File: src/rtl/pixel_readout_pkg.sv
// Shared types and helpers for the pixel readout capture path.
// Holds the K28.5 header byte, both FSM state enums and the FIFO word packer.
package pixel_readout_pkg;

   localparam logic [7:0] K28_5 = 8'hBC;

   typedef enum logic [1:0] {
      C_IDLE,
      C_ARM,
      C_CAPTURE,
      C_DONE
   } cap_state_t;

   typedef enum logic [1:0] {
      L_UNLOCKED,
      L_CHECK,
      L_LOCKED
   } lock_state_t;

   // {k3,b3,k2,b2,k1,b1,k0,b0}, lane 0 = earliest byte
   function automatic logic [35:0] pack_word(
      input logic [3:0]  k,
      input logic [31:0] b
   );
      return {k[3], b[31:24], k[2], b[23:16],
              k[1], b[15:8],  k[0], b[7:0]};
   endfunction

endpackage

File: src/rtl/frame_capture_sequencer_if.sv
// Pixel-data / FIFO / control bundle of the frame capture sequencer.
// slave: the sequencer side; master: the chip+FIFO+control side.
interface frame_capture_sequencer_if #(
   parameter int NFRAME_W = 8
);
   logic [7:0]          din;
   logic                start;
   logic [NFRAME_W-1:0] nframes;
   logic                abort;
   logic                fifo_full;
   logic                fifo_wr_en;
   logic [35:0]         data_out;
   logic                locked;
   logic                busy;
   logic                done;
   logic                overflow;
   logic                lock_err;
   logic [NFRAME_W-1:0] frames_captured;

   modport master (
      output din, start, nframes, abort, fifo_full,
      input  fifo_wr_en, data_out, locked, busy, done,
      input  overflow, lock_err, frames_captured
   );

   modport slave (
      input  din, start, nframes, abort, fifo_full,
      output fifo_wr_en, data_out, locked, busy, done,
      output overflow, lock_err, frames_captured
   );

endinterface

File: src/rtl/frame_lock_tracker.sv
// Frame alignment tracker: registers din, counts byte position, runs lock FSM.
// Ports: clk, rst, din in; din_q, hdr (din_q is header), at_slot, locked out.
module frame_lock_tracker
   import pixel_readout_pkg::*;
#(
   parameter int         FRAME_WIDTH = 48,
   parameter logic [7:0] HEADER      = K28_5,
   parameter int         LOCK_COUNT  = 4
) (
   input  logic       clk,
   input  logic       rst,
   input  logic [7:0] din,
   output logic [7:0] din_q,
   output logic       hdr,
   output logic       at_slot,
   output logic       locked
);
   localparam int PW = $clog2(FRAME_WIDTH);
   localparam int HW = $clog2(LOCK_COUNT + 1);

   lock_state_t   state;
   logic [PW-1:0] pos;
   logic [HW-1:0] hits;

   // pos is the frame position of the byte now in din_q
   assign hdr     = (din_q == HEADER);
   assign at_slot = (state != L_UNLOCKED) && (pos == '0);

   always_ff @(posedge clk) begin
      if (rst) begin
         state  <= L_UNLOCKED;
         din_q  <= '0;
         pos    <= '0;
         hits   <= '0;
         locked <= 1'b0;
      end else begin
         din_q <= din;
         pos   <= (pos == PW'(FRAME_WIDTH - 1)) ? '0 : pos + 1'b1;
         unique case (state)
            L_UNLOCKED: begin
               if (hdr) begin
                  state <= L_CHECK;
                  pos   <= PW'(1);
                  hits  <= HW'(1);
               end
            end
            L_CHECK: begin
               if (at_slot) begin
                  if (!hdr) begin
                     state <= L_UNLOCKED;
                  end else if (hits == HW'(LOCK_COUNT - 1)) begin
                     state  <= L_LOCKED;
                     hits   <= HW'(LOCK_COUNT);
                     locked <= 1'b1;
                  end else begin
                     hits <= hits + 1'b1;
                  end
               end
            end
            L_LOCKED: begin
               if (at_slot && !hdr) begin
                  state  <= L_UNLOCKED;
                  locked <= 1'b0;
               end
            end
            default: state <= L_UNLOCKED;
         endcase
      end
   end

endmodule

File: src/rtl/frame_capture_sequencer.sv
// Captures N aligned pixel frames into 36-bit FIFO words with status flags.
// Ports: clk, rst; bus (slave): din/start/nframes/abort/fifo_full in, FIFO+status out.
module frame_capture_sequencer
   import pixel_readout_pkg::*;
#(
   parameter int         FRAME_WIDTH = 48,
   parameter logic [7:0] HEADER      = K28_5,
   parameter int         LOCK_COUNT  = 4,
   parameter int         NFRAME_W    = 8,
   parameter int         FIFO_WIDTH  = 36
) (
   input logic                      clk,
   input logic                      rst,
   frame_capture_sequencer_if.slave bus
);
   localparam int WPF = FRAME_WIDTH / 4;
   localparam int WW  = (WPF > 1) ? $clog2(WPF) : 1;

   logic [7:0] din_q;
   logic       hdr;
   logic       at_slot;
   logic       locked;

   frame_lock_tracker #(
      .FRAME_WIDTH(FRAME_WIDTH),
      .HEADER     (HEADER),
      .LOCK_COUNT (LOCK_COUNT)
   ) u_lock (
      .clk    (clk),
      .rst    (rst),
      .din    (bus.din),
      .din_q  (din_q),
      .hdr    (hdr),
      .at_slot(at_slot),
      .locked (locked)
   );

   cap_state_t          state;
   logic [NFRAME_W-1:0] target;
   logic [NFRAME_W-1:0] fc;
   logic [NFRAME_W-1:0] fc_inc;
   logic [1:0]          lane;
   logic [23:0]         lo;
   logic [2:0]          kf;
   logic [WW-1:0]       wcnt;
   logic                kbit;
   logic [FIFO_WIDTH-1:0] word;
   logic                wr_en;
   logic [FIFO_WIDTH-1:0] dout;
   logic                busy;
   logic                done;
   logic                ovf;
   logic                lerr;

   // only a header sitting on the expected slot carries k=1
   assign kbit   = hdr && at_slot;
   assign word   = pack_word({kbit, kf}, {din_q, lo});
   assign fc_inc = (&fc) ? fc : fc + 1'b1;

   always_ff @(posedge clk) begin
      if (rst) begin
         state  <= C_IDLE;
         target <= '0;
         fc     <= '0;
         lane   <= '0;
         lo     <= '0;
         kf     <= '0;
         wcnt   <= '0;
         wr_en  <= 1'b0;
         dout   <= '0;
         busy   <= 1'b0;
         done   <= 1'b0;
         ovf    <= 1'b0;
         lerr   <= 1'b0;
      end else begin
         wr_en <= 1'b0;
         done  <= 1'b0;
         unique case (state)
            C_IDLE: begin
               if (bus.start) begin
                  target <= bus.nframes;
                  fc     <= '0;
                  ovf    <= 1'b0;
                  lerr   <= 1'b0;
                  if (bus.nframes == '0) begin
                     done <= 1'b1;
                  end else begin
                     state <= C_ARM;
                     busy  <= 1'b1;
                  end
               end
            end
            C_ARM: begin
               if (bus.abort) begin
                  state <= C_IDLE;
                  busy  <= 1'b0;
               end else if (locked && kbit) begin
                  lo[7:0] <= din_q;
                  kf      <= 3'b001;
                  lane    <= 2'd1;
                  wcnt    <= '0;
                  state   <= C_CAPTURE;
               end
            end
            C_CAPTURE: begin
               if (bus.abort) begin
                  state <= C_IDLE;
                  busy  <= 1'b0;
               end else if (at_slot && !hdr) begin
                  lerr  <= 1'b1;
                  state <= C_IDLE;
                  busy  <= 1'b0;
               end else begin
                  lane <= lane + 2'd1;
                  unique case (lane)
                     2'd0: begin
                        lo[7:0] <= din_q;
                        kf[0]   <= kbit;
                     end
                     2'd1: begin
                        lo[15:8] <= din_q;
                        kf[1]    <= kbit;
                     end
                     2'd2: begin
                        lo[23:16] <= din_q;
                        kf[2]     <= kbit;
                     end
                     2'd3: begin
                        // a full FIFO drops this word but capture keeps going
                        if (bus.fifo_full) begin
                           ovf <= 1'b1;
                        end else begin
                           wr_en <= 1'b1;
                           dout  <= word;
                        end
                        if (wcnt == WW'(WPF - 1)) begin
                           wcnt <= '0;
                           fc   <= fc_inc;
                           if (fc_inc == target) begin
                              state <= C_DONE;
                              done  <= 1'b1;
                           end
                        end else begin
                           wcnt <= wcnt + 1'b1;
                        end
                     end
                  endcase
               end
            end
            C_DONE: begin
               state <= C_IDLE;
               busy  <= 1'b0;
            end
            default: begin
               state <= C_IDLE;
               busy  <= 1'b0;
            end
         endcase
      end
   end

   assign bus.fifo_wr_en      = wr_en;
   assign bus.data_out        = dout;
   assign bus.locked          = locked;
   assign bus.busy            = busy;
   assign bus.done            = done;
   assign bus.overflow        = ovf;
   assign bus.lock_err        = lerr;
   assign bus.frames_captured = fc;

endmodule

File: src/flat_wrapper.sv
// flat-port wrapper written by rule: the top's interface ports become plain ports
module frame_capture_sequencer_flat import pixel_readout_pkg::*;
#(
   parameter int         FRAME_WIDTH = 48,
   parameter logic [7:0] HEADER      = K28_5,
   parameter int         LOCK_COUNT  = 4,
   parameter int         NFRAME_W    = 8,
   parameter int         FIFO_WIDTH  = 36
)
  (clk, rst, bus_din, bus_start, bus_nframes, bus_abort, bus_fifo_full, bus_fifo_wr_en, bus_data_out, bus_locked, bus_busy, bus_done, bus_overflow, bus_lock_err, bus_frames_captured);
  frame_capture_sequencer_if #(.NFRAME_W(NFRAME_W)) bus_i ();
  input logic clk;
  input logic rst;
  input wire logic [$bits(bus_i.din)-1:0] bus_din;
  input wire logic [$bits(bus_i.start)-1:0] bus_start;
  input wire logic [$bits(bus_i.nframes)-1:0] bus_nframes;
  input wire logic [$bits(bus_i.abort)-1:0] bus_abort;
  input wire logic [$bits(bus_i.fifo_full)-1:0] bus_fifo_full;
  output wire logic [$bits(bus_i.fifo_wr_en)-1:0] bus_fifo_wr_en;
  output wire logic [$bits(bus_i.data_out)-1:0] bus_data_out;
  output wire logic [$bits(bus_i.locked)-1:0] bus_locked;
  output wire logic [$bits(bus_i.busy)-1:0] bus_busy;
  output wire logic [$bits(bus_i.done)-1:0] bus_done;
  output wire logic [$bits(bus_i.overflow)-1:0] bus_overflow;
  output wire logic [$bits(bus_i.lock_err)-1:0] bus_lock_err;
  output wire logic [$bits(bus_i.frames_captured)-1:0] bus_frames_captured;
  assign bus_i.din = bus_din;
  assign bus_i.start = bus_start;
  assign bus_i.nframes = bus_nframes;
  assign bus_i.abort = bus_abort;
  assign bus_i.fifo_full = bus_fifo_full;
  assign bus_fifo_wr_en = bus_i.fifo_wr_en;
  assign bus_data_out = bus_i.data_out;
  assign bus_locked = bus_i.locked;
  assign bus_busy = bus_i.busy;
  assign bus_done = bus_i.done;
  assign bus_overflow = bus_i.overflow;
  assign bus_lock_err = bus_i.lock_err;
  assign bus_frames_captured = bus_i.frames_captured;
  frame_capture_sequencer #(.FRAME_WIDTH(FRAME_WIDTH), .HEADER(HEADER), .LOCK_COUNT(LOCK_COUNT), .NFRAME_W(NFRAME_W), .FIFO_WIDTH(FIFO_WIDTH)) u_core (.clk(clk), .rst(rst), .bus(bus_i));
endmodule
File: config.mk
export PLATFORM = sky130hd
export DESIGN_NAME = frame_capture_sequencer_flat
export DESIGN_NICKNAME = d
export VERILOG_FILES = /design/src/rtl/pixel_readout_pkg.sv /design/src/rtl/frame_capture_sequencer_if.sv /design/src/rtl/frame_lock_tracker.sv /design/src/rtl/frame_capture_sequencer.sv /design/src/flat_wrapper.sv
export SDC_FILE = /design/constraint.sdc
export NUM_CORES = 1
export LEC_CHECK = 0
export CORE_ASPECT_RATIO = 0.75
export CORE_MARGIN = 2
export CORE_UTILIZATION = 54
export CTS_CLUSTER_SIZE = 20
export DETAILED_ROUTE_END_ITERATION = 6
export PLACE_DENSITY = 0.85
export SYNTH_ARGS = -nofsm -noshare
export SYNTH_HDL_FRONTEND = slang
export SYNTH_SLANG_ARGS = --single-unit
File: constraint.sdc
create_clock -name clk -period 2.88 [get_ports clk]
set_input_delay 0.864 -clock clk [delete_from_list [all_inputs] [get_ports clk]]
set_output_delay 0.864 -clock clk [all_outputs]
set_load 0.005 [all_outputs]
==> results.md <==
* Core Area at between 0.009 and 0.01 sq mm
* Synthesized Nets at between 500 and 600
* Pint at around 2.3 mW
* Critical Path Start Type: primary input
* Power per cell area at slightly below 500 mW/mm^2
* # nets final at about 660
* Total design power at between 2 and 3 mW
* Critical-path cell list: clkdlybuf4s50_1 > buf_4 > nand2b_1 > a21oi_1 > o21a_1 > a21oi_1 > a211oi_1
* Routed Antenna Nets at 0
* Register share of total power at 0.537
* Max-cap violations at 0
* Sequential area share after synthesis at 0.4472
* Peak supply drop at around 0.00046 V
* LEAKAGE at approximately 2.2 nW
* Synth top area share at 0.4472
* CTS H-tree depth at 3
* Max Fclk at 0.4196 GHz
* WP buf/inv at 2
* Die height at 87.45 microns
* Syn_area_per_cell at approximately 9.0 sq um
* Row Count at 30
* Worst Skew at 0.007322 ns
* Status: finished, final reports clean
* Most frequently used flop master after synthesis: dfxtp_1
* Pre-antenna DRT Iters at 5
* CP delay by family, top: compound AO/OA/AOI/OAI gates
* Post-synth EDFFs at 0
* I/O pins at 71
* Drt initial violations at ~290
* Combinational group share of total power at 0.044
* Share of post-route cells with drive strength above 1 at 0.08917
* Initial antenna violation count at 0
* Cell count after synthesis at 560
* Clock Power Share at 0.419
* Gr ovfl total at 0
* Switch share at 0.2178
* Port Buffers at 70
* Synth cell types at between 60 and 70
* Slowest stage cell on the critical path: clkdlybuf4s50_1
* Clock sink count at about 110
* Final wirelength at around 12000 microns
* P&R area growth vs syn at 22.39%
* Min Tclk post-route at ~2.4 ns
* Starting Density at 0.5542
* Slew @ Worst Pin at approximately 0.46 ns
* Yosys warnings at 0
* WP data arrival at 2.64 ns
* Critical path type: primary input to flop
* Diode count at 0
* Largest net degree at the start of global routing at 48
* Post-CTS sizing at 0
* Async set-reset flop share out of synthesis at 0
* RSZ-0062 raised after global routing: false
* Clk_lat worst skew at approximately 0.35 ns
* Hold_buf cts at 0
* Detail-routed via count per cell at 5.619
* Final setup vio count at 0
* Die width at 115.3 microns
* Setup tns final at 0 ns
* # Post-CTS Setup Buffers at 0
* Final Hold Fails at 0
* DIE AREA at 0.01008 sq mm
* Main area contributors after synthesis: dfxtp_1 (45%), mux2i_1 (9.8%), nor2_1 (5.8%)
* Routed via count at around 4.2k
* Most used cell, CP: a21oi_1
* Total GRT Usage at 0.2494
* Worst hold path type: flop to flop
* Net Switching at 647.3 uW
* CTS Buffer Depth at 2
* Final Cycle Share at 0.8275
* Root Buffer: clkbuf_16
* Number of global-route vias before repair at 3899
* First-pass GRT wire length at between 15000 and 20000 microns
* Max FO, Critical Path at 9
* CTS clk-pin slew, worst paths at approximately 0.07 ns
* Worst EP required at ~3.1 ns
* Slew HR at 0.6913
* Post-synthesis register bit count at between 100 and 150
* DRC Markers at 0
* Worst path max stage delay at 0.48 ns
* Area leader, netlist: dfxtp_1
* Mapped Area at 0.005014 sq mm
* TritonCTS clock tree: built
* TritonCTS buffer count at 9
* Placed inst area at approximately 0.0058 sq mm
* Final instance area at between 0.006 and 0.007 sq mm
* Post-DP HPWL at 8844 microns
* Reg2Reg Setup Slack at around 0.55 ns
* Crit. End Element: flop
* WL per Instance at around 16 microns
* Fin. max-slew vios at 0
* Gp weighted congestion at approximately 0.9
layout make-up:
cell class	count	area [sq um]
repair buffers	86	855.8
fillers	711	2910
clock buffers	11	242.7
clock inverters	4	52.55
flip-flops and latches	112	2242
well taps	128	160.2
multi-input cells	405	2545
inverters	10	37.54
sequential cells by signal, indices dropped and copies added (netlist names):
signal / count
u_core.u_lock.state: 2
u_core.bus.frames_captured: 8
u_core.bus.busy: 1
u_core.bus.data_out: 36
u_core.lo: 24
u_core.u_lock.din_q: 8
u_core.lane: 2
u_core.target: 8
u_core.bus.lock_err: 1
u_core.u_lock.pos: 6
u_core.bus.overflow: 1
u_core.state: 2
u_core.u_lock.hits: 3
u_core.kf: 3
u_core.bus.fifo_wr_en: 1
u_core.bus.done: 1
u_core.u_lock.locked: 1
u_core.wcnt: 4
stage by stage:
step / hold WS [ns] / instances / utilization / setup slack [ns]
global placement: 0.4481 / 741 / 0.6456 / 0.2892
detailed placement: 0.4558 / 741 / 0.6456 / 0.1715
CTS: 0.4674 / 756 / 0.6783 / 0.5143
finish: 0.4670 / 756 / 0.6783 / 0.4969
floorplan: 0.4360 / 560 / - / 0.6618
global route: 0.4941 / 756 / 0.6783 / 0.3523
worst reg2reg max path, cell delays in order, from the launching register on:
cell and delay (ns):
dfxtp_1 0.50, nand3_1 0.23, nor3_1 0.41, mux2_1 0.39, a2111oi_0 0.37, o2111ai_1 0.22, o21ai_1 0.16
layer usage:
| metal | vias up | wire, microns | track usage |
|---|---|---|---|
| met5 | - | 0 | 0 |
| met4 | 0 | 97 | 0.04929 |
| met3 | 14 | 821 | 0.06193 |
| met2 | 142 | 5653 | 0.3963 |
| met1 | 2014 | 5642 | 0.3480 |
| li1 | 2078 | - | - |
cells in the mapped netlist (6+ instances only):
cell and number:
mux2i_1 49, inv_1 10, nor2_1 77, o21ai_0 17, ha_1 10, nand3_1 28
nor3_1 11, dfxtp_1 112, nand2_1 55, clkbuf_1 18, nand2b_1 7, a21oi_1 46
nor2b_1 10, a31oi_1 6, buf_2 7
logic make-up after synthesis:
family                     share of synthesized area
AOI/OAI and AO/OA                             0.1313
xor gates and xnor gates                     0.01223
adders and majority gates                    0.02496
buffers and inverters                        0.04517
DFF                                           0.4472
muxes                                         0.1023
and+or+nand+nor                               0.2368
cell usage in the layout (no fill, tap or decap), types with 5 or more instances in the layout:
| master | instances |
|---|---|
| a211oi_1 | 5 |
| a21oi_1 | 46 |
| a31oi_1 | 6 |
| and3_1 | 5 |
| buf_4 | 14 |
| clkbuf_16 | 9 |
| clkdlybuf4s50_1 | 69 |
| dfxtp_1 | 112 |
| ha_1 | 10 |
| inv_1 | 10 |
| mux2i_1 | 49 |
| nand2_1 | 55 |
| nand2b_1 | 7 |
| nand3_1 | 28 |
| nor2_1 | 77 |
| nor2b_1 | 10 |
| nor3_1 | 11 |
| o21ai_0 | 17 |
final timing paths:
check | startpoint | to | cells after the start
max | bus_abort | u_core.bus.frames_captured[2]$_SDFFE_PP0P_ | 7
min | u_core.lo[11]$_SDFFE_PP0P_ | u_core.lo[11]$_SDFFE_PP0P_ | 2
max reg2reg | u_core.bus.frames_captured[0]$_SDFFE_PP0P_ | u_core.bus.done$_SDFF_PP0_ | 6
min reg2reg | u_core.lo[11]$_SDFFE_PP0P_ | u_core.lo[11]$_SDFFE_PP0P_ | 2
power groups by stage:
stage	registers [mW]	logic [mW]	clock network, mW
2_1_floorplan	1.62	0.0804	0
3_3_place_gp	1.63	0.123	0
3_5_place_dp	1.63	0.127	0
4_1_cts	1.59	0.128	1.25
5_1_grt	1.60	0.142	1.31
6_report	1.60	0.130	1.25
No activity file was read; power rests on OpenSTA's default activity.
